--- config.mk ---
export PLATFORM = sky130hd
export DESIGN_NAME = regfile_wb_arbiter
export DESIGN_NICKNAME = d
export VERILOG_FILES = /design/src/rtl/regfile_wb_arbiter_pkg.sv /design/src/rtl/wb_scoreboard.sv /design/src/rtl/regfile_wb_arbiter.sv
export SDC_FILE = /design/constraint.sdc
export NUM_CORES = 1
export LEC_CHECK = 0
export CAP_MARGIN = 20
export CORE_MARGIN = 2
export CORE_UTILIZATION = 55
export DETAILED_ROUTE_END_ITERATION = 8
export DONT_BUFFER_PORTS = 1
export PLACE_DENSITY_LB_ADDON = 0.25
export SLEW_MARGIN = 20
export SYNTH_ARGS = -nofsm -noshare
export SYNTH_HDL_FRONTEND = slang
export SYNTH_SLANG_ARGS = --single-unit
--- constraint.sdc ---
create_clock -name clk -period 1.9 [get_ports clk]
set_input_delay 0.19 -clock clk [delete_from_list [all_inputs] [get_ports clk]]
set_output_delay 0.19 -clock clk [all_outputs]
set_load 0.02 [all_outputs]
--- src/rtl/regfile_wb_arbiter_pkg.sv ---
// Shared constants for the register-file writeback arbiter and its scoreboard.
package regfile_wb_arbiter_pkg;

  localparam int unsigned NREG    = 16;
  localparam int unsigned NREQ    = 2;
  localparam int unsigned REG_W   = 4;
  localparam int unsigned DATA_W  = 16;
  localparam int unsigned REQ_ALU = 0;
  localparam int unsigned REQ_MEM = 1;

endpackage

--- src/rtl/wb_scoreboard.sv ---
// Busy-register scoreboard: reservations set bits, retired writes clear them,
// and issue-stage sources are checked against it with write-port bypass.
module wb_scoreboard
  import regfile_wb_arbiter_pkg::*;
(
  input  logic              clk,
  input  logic              rst,
  input  logic              set_valid,
  input  logic [REG_W-1:0]  set_reg,
  input  logic              clr_valid,
  input  logic [REG_W-1:0]  clr_reg,
  input  logic [REG_W-1:0]  src1,
  input  logic [REG_W-1:0]  src2,
  output logic              hazard,
  output logic [NREG-1:0]   busy
);

  logic [NREG-1:0] busy_q, busy_d;
  logic            src1_pend, src2_pend;

  // Set is applied after clear so a fresh reservation survives a same-cycle retire.
  always_comb begin
    busy_d = busy_q;
    if (clr_valid) busy_d[clr_reg] = 1'b0;
    if (set_valid && (set_reg != '0)) busy_d[set_reg] = 1'b1;
  end

  always_ff @(posedge clk) begin
    if (!rst) busy_q <= '0;
    else      busy_q <= busy_d;
  end

  always_comb begin
    src1_pend = (src1 != '0) && busy_q[src1] && !(clr_valid && (clr_reg == src1));
    src2_pend = (src2 != '0) && busy_q[src2] && !(clr_valid && (clr_reg == src2));
    hazard    = src1_pend | src2_pend;
    busy      = busy_q;
  end

endmodule

--- src/rtl/regfile_wb_arbiter.sv ---
// Two-requester register-file writeback arbiter with registered write port.
// Define WB_RR_ARB_EN for round-robin arbitration; default is fixed priority (memory load wins).
module regfile_wb_arbiter
  import regfile_wb_arbiter_pkg::*;
#(
  parameter int unsigned NREQ = 2,
  parameter int unsigned NREG = 16
) (
  input  logic                     clk,
  input  logic                     rst,
  input  logic [NREQ-1:0]          req_valid,
  input  logic [NREQ*REG_W-1:0]    req_reg,
  input  logic [NREQ*DATA_W-1:0]   req_data,
  output logic [NREQ-1:0]          req_ready,
  input  logic                     rsv_valid,
  input  logic [REG_W-1:0]         rsv_reg,
  input  logic [REG_W-1:0]         SrcReg1,
  input  logic [REG_W-1:0]         SrcReg2,
  output logic                     hazard,
  output logic                     WriteReg,
  output logic [REG_W-1:0]         DstReg,
  output logic [DATA_W-1:0]        DstData,
  output logic [NREG-1:0]          busy
);

  logic [NREQ-1:0]   grant;
  logic              xfer;
  logic              sel;
  logic [REG_W-1:0]  sel_reg;
  logic [DATA_W-1:0] sel_data;
  logic              we_q, we_d;
  logic [REG_W-1:0]  dst_q, dst_d;
  logic [DATA_W-1:0] data_q, data_d;

`ifdef WB_RR_ARB_EN
  logic ptr_q, ptr_d;  // requester favoured when both are valid

  always_comb begin
    grant = '0;
    if (rst) begin
      if (req_valid[REQ_ALU] && req_valid[REQ_MEM]) grant[ptr_q] = 1'b1;
      else                                          grant = req_valid;
    end
  end

  always_comb ptr_d = xfer ? ~sel : ptr_q;

  always_ff @(posedge clk) begin
    if (!rst) ptr_q <= 1'(REQ_ALU);
    else      ptr_q <= ptr_d;
  end
`else
  always_comb begin
    grant = '0;
    if (rst) begin
      if (req_valid[REQ_MEM])      grant[REQ_MEM] = 1'b1;
      else if (req_valid[REQ_ALU]) grant[REQ_ALU] = 1'b1;
    end
  end
`endif

  always_comb begin
    xfer      = |grant;
    sel       = grant[REQ_MEM];
    sel_reg   = sel ? req_reg[2*REG_W-1:REG_W]    : req_reg[REG_W-1:0];
    sel_data  = sel ? req_data[2*DATA_W-1:DATA_W] : req_data[DATA_W-1:0];
    req_ready = grant;
  end

  // R0 writes are accepted but never reach the register file.
  always_comb begin
    we_d   = xfer && (sel_reg != '0);
    dst_d  = xfer ? sel_reg  : dst_q;
    data_d = xfer ? sel_data : data_q;
  end

  always_ff @(posedge clk) begin
    if (!rst) begin
      we_q   <= 1'b0;
      dst_q  <= '0;
      data_q <= '0;
    end else begin
      we_q   <= we_d;
      dst_q  <= dst_d;
      data_q <= data_d;
    end
  end

  always_comb begin
    WriteReg = we_q;
    DstReg   = dst_q;
    DstData  = data_q;
  end

  wb_scoreboard u_wb_scoreboard (
    .clk       (clk),
    .rst       (rst),
    .set_valid (rsv_valid),
    .set_reg   (rsv_reg),
    .clr_valid (we_q),
    .clr_reg   (dst_q),
    .src1      (SrcReg1),
    .src2      (SrcReg2),
    .hazard    (hazard),
    .busy      (busy)
  );

endmodule

==> results of run 1 <==
## how the worst max path moves through the flow
stage | from | end | slack, ns | depth (start not counted)
2_1_floorplan | DstReg[1] | hazard | 0.09 | 6
5_1_grt | u_wb_scoreboard.busy[5] | hazard | -0.08 | 5
3_3_place_gp | u_wb_scoreboard.busy[14] | hazard | 0.25 | 6
3_5_place_dp | u_wb_scoreboard.busy[4] | hazard | 0.21 | 5
6_report | u_wb_scoreboard.busy[5] | hazard | -0.03 | 5
4_1_cts | u_wb_scoreboard.busy[5] | hazard | -0.05 | 5
## cell usage in the layout, fill, tap and decap left out, types with 5 or more instances in the layout
cell type	instances
nand2_1	38
and2_1	21
dfxtp_2	11
mux2i_1	22
nor2_1	5
buf_4	17
clkbuf_8	6
xnor2_1	6
dfxtp_1	25
o21ai_0	35
mux4_2	7
nand3_1	5
a21boi_0	15
## per-layer routing
| metal | vias to the layer above | GRT usage |
|---|---|---|
| met1 | 797 | 0.311 |
| met3 | 6 | 0.0890 |
| met2 | 73 | 0.356 |
| li1 | 840 | - |
| met5 | - | 0 |
| met4 | 0 | 0.0677 |
## power breakdown
part / internal (mW) / switching (mW)
Clock: 0.294 / 0.288
Combinational: 0.116 / 0.0914
Sequential: 0.812 / 0.0647
## cells by family after synthesis
family / after synthesis
AO/OA/AOI/OAI: 59
XOR/XNOR: 6
AND/OR/NAND/NOR: 83
buffers and inverters: 19
multiplexers: 32
flip-flops: 37
## registers in the layout, summed over array words and instances, names as in the netlist
signal                flops
DstData                  16
DstReg                    4
WriteReg                  1
u_wb_scoreboard.busy     16
## cell type report
class / count / area [sq um]
Tap cell: 48 / 60.1
Multi-Input combinational cell: 180 / 1270
Timing Repair Buffer: 17 / 128
Clock inverter: 2 / 13.8
Sequential cell: 37 / 758
Clock buffer: 6 / 82.6
Fill cell: 330 / 1350
## timing repair
item,4_1_cts,5_1_grt
cloned,0,0
pin swaps,2,1
endpoints found under the setup margin,1,1
setup buffers,1,1
gates resized for setup,8,12
## metrics by stage
step,TNS [ns],hold WS [ns],cells
after global placement,0,0.314,280
after CTS,-0.0507,0.0163,289
after detailed placement,0,0.318,280
final,-0.0318,0.0192,290
after global routing,-0.0786,0.00100,290
after floorplan,0,0.310,236
==> reports/metrics.csv, run 1 <==
stage,metric,value,unit
run_status,status,"complete, but fails checks",
run_status,failing checks,setup timing,
worst_setup_path,CP peak stage delay,0.47,ns
power,maximum vdd ir drop,437,uV
min_path,hold_sp,rst,
worst_setup_path,CP Data Required Time,1.71,ns
route,Post-Route WL,5.16,mm
final_layout,Ant. Diodes,0,
worst_setup_path,crit path buf inv count,1,
route,DRC,0,
global_route,number of global-route vias before repair,1654,
synth,synth warn,0,
power,P_leak,0.914,nW
synth,Compound-Gate Fraction of Synth Area,0.172,
clocking,CTS H-tree lvls,2,
synth,multiplexer share of the synthesized area,0.210,
clocking,Skew-Pair Late Insertion Delay,0.29,ns
min_path,WHS Path Cells,1,
synth,net count after synthesis,293,
synth,Seq cells post-synth,37,
route,Routed WL per cell,17.8,um
synth,main flop type after synthesis,dfxtp_1,
placed_design,DP Worst Slack,0.213,ns
global_route,largest net degree at the start of global routing,43,
synth,largest family of logic cells by synthesized area,multiplexers,
global_route,initial antenna violation count,0,
route,drt pass-1 iters,4,
final_layout,area growth from synthesis to layout,10.5,%
final_layout,nets,298,
clocking,hold-fix buffers at CTS,0,
placed_design,IO buf count,0,
power,Pwr Total,1.67,mW
die,io pins,97,
timing,Final Hold Fails,0,
route,met2 WL post-DR,2.45,mm
synth,asr flop ratio synth,0,
die,Core Box Area,3660,sq um
synth,synthesized instance count,236,
synth,"Distinct cells, synth",33,
timing,Worst-Margin Slew,0.448,ns
worst_setup_path,CP top delay family,multiplexers,
job,Max Cap Viol,0,
timing,f_max,518,MHz
worst_setup_path,FF-to-FF path depth,4,
worst_setup_path,crit path cell chain,"mux4_2, mux2_4, o21ai_2, o32ai_1, buf_4",
synth,"Seq/Total Area, Yosys",0.354,
final_layout,layout cells sized above 1,0.207,
timing,Rel. slew slack,0.701,
route,total number of vias,1716,
timing,fin crit period,1.93,ns
worst_setup_path,CP arrival,1.74,ns
clocking,CTS Root Cell,clkbuf_8,
timing,post-layout worst setup margin,-0.0318,ns
die,initial core utilization,0.571,
worst_setup_path,FF-to-FF setup slack,0.41,ns
route,Met3 Wirelength,476,um
route,met1 WL,2.18,mm
synth,Synth Area in Adders,0,
placed_design,Post-DP Area,2180,sq um
die,Die Y-Extent,65.6,um
timing,Final Cycle Share,1.02,
route,Max Used Layer,met4,
route,DR iter-0 viols,98,
clocking,Clock Sinks,37,
synth,fraction of synthesized cell area in xor and xnor cells,0.0251,
clocking,CTS tree,yes,
synth,post-synth top area cell,dfxtp_1,
global_route,grt total ovfl,0,
synth,Area contributors post-synth,"dfxtp_1, mux2i_1, o21ai_0",
synth,most frequent cell after synthesis,nand2_1,
synth,Avg Inst Size Synth,8.85,sq um
die,cell row count,22,
timing,endpoints failing setup,1,
timing,"Slew Viols, Final",0,
worst_setup_path,Reg2Reg Capture Point,u_wb_scoreboard.busy[12],
worst_setup_path,CP Max Fanout,3,
synth,Yosys top cell area share,0.354,
synth,simple-gate area share of the yosys netlist,0.198,
timing,clock skew,0.00709,ns
die,DIE WIDTH,65.6,um
worst_setup_path,critical path type,reg2out,
placed_design,Post-DP HPWL,3.78,mm
clocking,Inserted Clock Buffers,5,
worst_setup_path,CP Launch Type,register,
global_route,first-pass GRT wire length,7.72,mm
placed_design,GPL Wtd Cong,0.817,
global_route,gr usage total,0.235,
clocking,Clock Path Buffers,2,
worst_setup_path,Reg2Reg Launch Point,DstReg[1],
die,die area,4310,sq um
final_layout,final instance area,2310,sq um
final_layout,final core occ,0.631,
power,power per cell area,722,nW/um^2
synth,Syn Std Cell Area,2090,sq um
worst_setup_path,crit end category,output pin,
route,antenna-violating nets left,0,
clocking,clock-pin slew on the worst setup and hold paths,0.08,ns
worst_setup_path,CP max stage cell,mux4_2,
route,Via density,5.92,
synth,Post-synth EDFFs,0,
min_path,Min-Delay Endpoint,DstData[1],
synth,Commonest cells post-synth,"nand2_1, dfxtp_1, o21ai_0",
timing,RSZ-0062 raised after global routing,yes,
min_path,min-delay worst type,in2reg,
No activity file was read; power rests on OpenSTA's default activity.
==> run 2, diff against run 1 <==
--- a/config.mk
+++ b/config.mk
@@ -7,10 +7,11 @@
 export LEC_CHECK = 0
 export CAP_MARGIN = 20
 export CORE_MARGIN = 2
-export CORE_UTILIZATION = 55
+export CORE_UTILIZATION = 40
 export DETAILED_ROUTE_END_ITERATION = 8
 export DONT_BUFFER_PORTS = 1
 export PLACE_DENSITY_LB_ADDON = 0.25
+export RECOVER_POWER = 50
 export SLEW_MARGIN = 20
 export SYNTH_ARGS = -nofsm -noshare
 export SYNTH_HDL_FRONTEND = slang
==> run 2 against run 1 <==
The run still ends with setup timing left. Critical path type unchanged. Die area is 35% higher. Setup slack worse by 0.012 ns. Core utilization is 17 points lower.
==> reports/metrics.csv, run 2 (synthesis gave the netlist of run 1 again) <==
stage,metric,value,unit,change
run_status,status,"complete, but fails checks",,
run_status,failing checks,setup timing,,
power,power per cell area,696,nW/um^2,-3.5%
die,initial core utilization,0.412,,-0.159
clocking,Clock Path Buffers,2,,unchanged
global_route,number of global-route vias before repair,1668,,+0.85%
global_route,Top Usage Layer GRT,met2,,
min_path,min-delay worst type,in2reg,,
clocking,clock-pin slew on the worst setup and hold paths,0.08,ns,about the same
route,drt pass-1 iters,4,,unchanged
clocking,Inserted Clock Buffers,5,,unchanged
worst_setup_path,CP arrival,1.75,ns,about the same
final_layout,Layout fillers,529,,+60%
global_route,gr usage total,0.182,,-0.0525
clocking,CTS Root Cell,clkbuf_8,,
die,Core Box Area,5070,sq um,+39%
global_route,GR Util met2,0.282,,-0.0738
power,maximum vdd ir drop,281,uV,-36%
timing,fin crit period,1.94,ns,+0.0119 ns
clocking,Skew-Pair Late Insertion Delay,0.29,ns,about the same
global_route,largest net degree at the start of global routing,43,,unchanged
min_path,hold_sp,rst,,
power,P_leak,0.924,nW,+1.1%
route,DR iter-0 viols,81,,-17%
final_layout,Ant. Diodes,0,,unchanged
clocking,Clock Sinks,37,,unchanged
global_route,routing usage on met3,0.0616,,-0.0274
route,total number of vias,1754,,+2.2%
placed_design,DP Worst Slack,0.236,ns,+0.0233 ns
worst_setup_path,CP Max Fanout,4,,+1
global_route,first-pass GRT wire length,8.51,mm,+10%
route,Post-Route WL,5.21,mm,+0.91%
worst_setup_path,Reg2Reg Launch Point,WriteReg,,
final_layout,final core occ,0.463,,-0.168
worst_setup_path,CP Data Required Time,1.71,ns,about the same
final_layout,most frequent cells in the layout,"nand2_1, o21ai_0, dfxtp_1",,
final_layout,area growth from synthesis to layout,12.5,%,
timing,RSZ-0062 raised after global routing,yes,,
final_layout,register area,749,sq um,-1.2%
clocking,CTS H-tree lvls,2,,unchanged
global_route,GR Util met1,0.238,,-0.0731
route,Via density,5.57,,-5.9%
final_layout,nets,301,,+1.0%
die,DIE WIDTH,76.3,um,+16%
die,cell row count,26,,+18%
route,Routed WL per cell,16.5,um,-7.1%
timing,Final Hold Fails,0,,unchanged
final_layout,multi-input logic area,1270,sq um,+0.30%
placed_design,Post-DP HPWL,3.95,mm,+4.5%
die,Die Y-Extent,76.3,um,+16%
power,Pwr Total,1.64,mW,-1.8%
worst_setup_path,Worst Setup SP,u_wb_scoreboard.busy[4],,
worst_setup_path,crit end category,output pin,,
timing,endpoints failing setup,1,,unchanged
final_layout,"most common cell after layout, fill and taps aside",nand2_1,,
timing,clock skew,0.00584,ns,-0.00125 ns
placed_design,IO buf count,0,,unchanged
worst_setup_path,critical path type,reg2out,,
final_layout,layout cells sized above 1,0.171,,-0.0352
route,DRC,0,,unchanged
timing,Worst-Margin Slew,0.460,ns,+0.0123 ns
timing,Final Cycle Share,1.02,,+0.00626
timing,setup_tns,-0.0437,ns,-0.0119 ns
global_route,initial antenna violation count,0,,unchanged
worst_setup_path,CP Launch Type,register,,
placed_design,GPL Wtd Cong,0.777,,-5.0%
placed_design,post-placement cell count,304,,+8.6%
timing,Rel. slew slack,0.693,,-0.00821
route,antenna-violating nets left,0,,unchanged
timing,post-layout worst setup margin,-0.0437,ns,-0.0119 ns
clocking,CTS tree,yes,,
die,die area,5820,sq um,+35%
die,io pins,97,,unchanged
job,Max Cap Viol,0,,unchanged
global_route,grt total ovfl,0,,unchanged
timing,f_max,514,MHz,-0.61%
timing,"Slew Viols, Final",0,,unchanged
final_layout,Layout Cells excl Fill,315,,+8.6%
## run 2: power by group
part	leakage [nW]	switching (mW)	internal (mW)
Sequential	0.307	0.0648	0.813
Clock	0.0374	0.291	0.258
Combinational	0.579	0.0905	0.118
## run 2: final cells by class
cell class,count,area share
flip-flops and latches,37,0.319
clock inverters,2,0.00639
repair buffers,20,0.0660
clock buffers,6,0.0309
multi-input cells,180,0.541
well taps,70,0.0373
## run 2: worst paths after layout
path                                           endpoint  slack (ns)  cells past startpoint
worst max-delay path                             hazard       -0.04                      5
worst min-delay path                         DstData[1]        0.01                      1
worst max register to register  u_wb_scoreboard.busy[4]        0.48                      3
worst min register to register  u_wb_scoreboard.busy[0]        0.50                      1
## run 2: worst max-delay path: stages (launching register included)
cell and delay (ns):
dfxtp_1 0.34, mux4_2 0.48, mux2_4 0.29, o21ai_2 0.11
o32ai_1 0.08, buf_4 0.17
## run 2: stage by stage
step,hold slack (ns),instance area (sq um)
3_5_place_dp,0.317,2220
5_1_grt,0.00115,2350
4_1_cts,0.000164,2320
2_1_floorplan,0.310,2090
6_report,0.0144,2350
3_3_place_gp,0.315,2220
## run 2: metal layers
metal / wire length, um / up-vias / part of all wire
met5: 0 / - / 0
met3: 382 / 10 / 0.073
met4: 71 / 0 / 0.014
met1: 2290 / 826 / 0.44
li1: - / 854 / -
met2: 2460 / 64 / 0.47
## run 2: what timing repair did
action,4_1_cts,5_1_grt
gates resized for setup,4,7
hold endpoints to repair,1,2
endpoints found under the setup margin,1,1
setup buffers,1,0
pin swaps,1,1
hold buffers,1,1
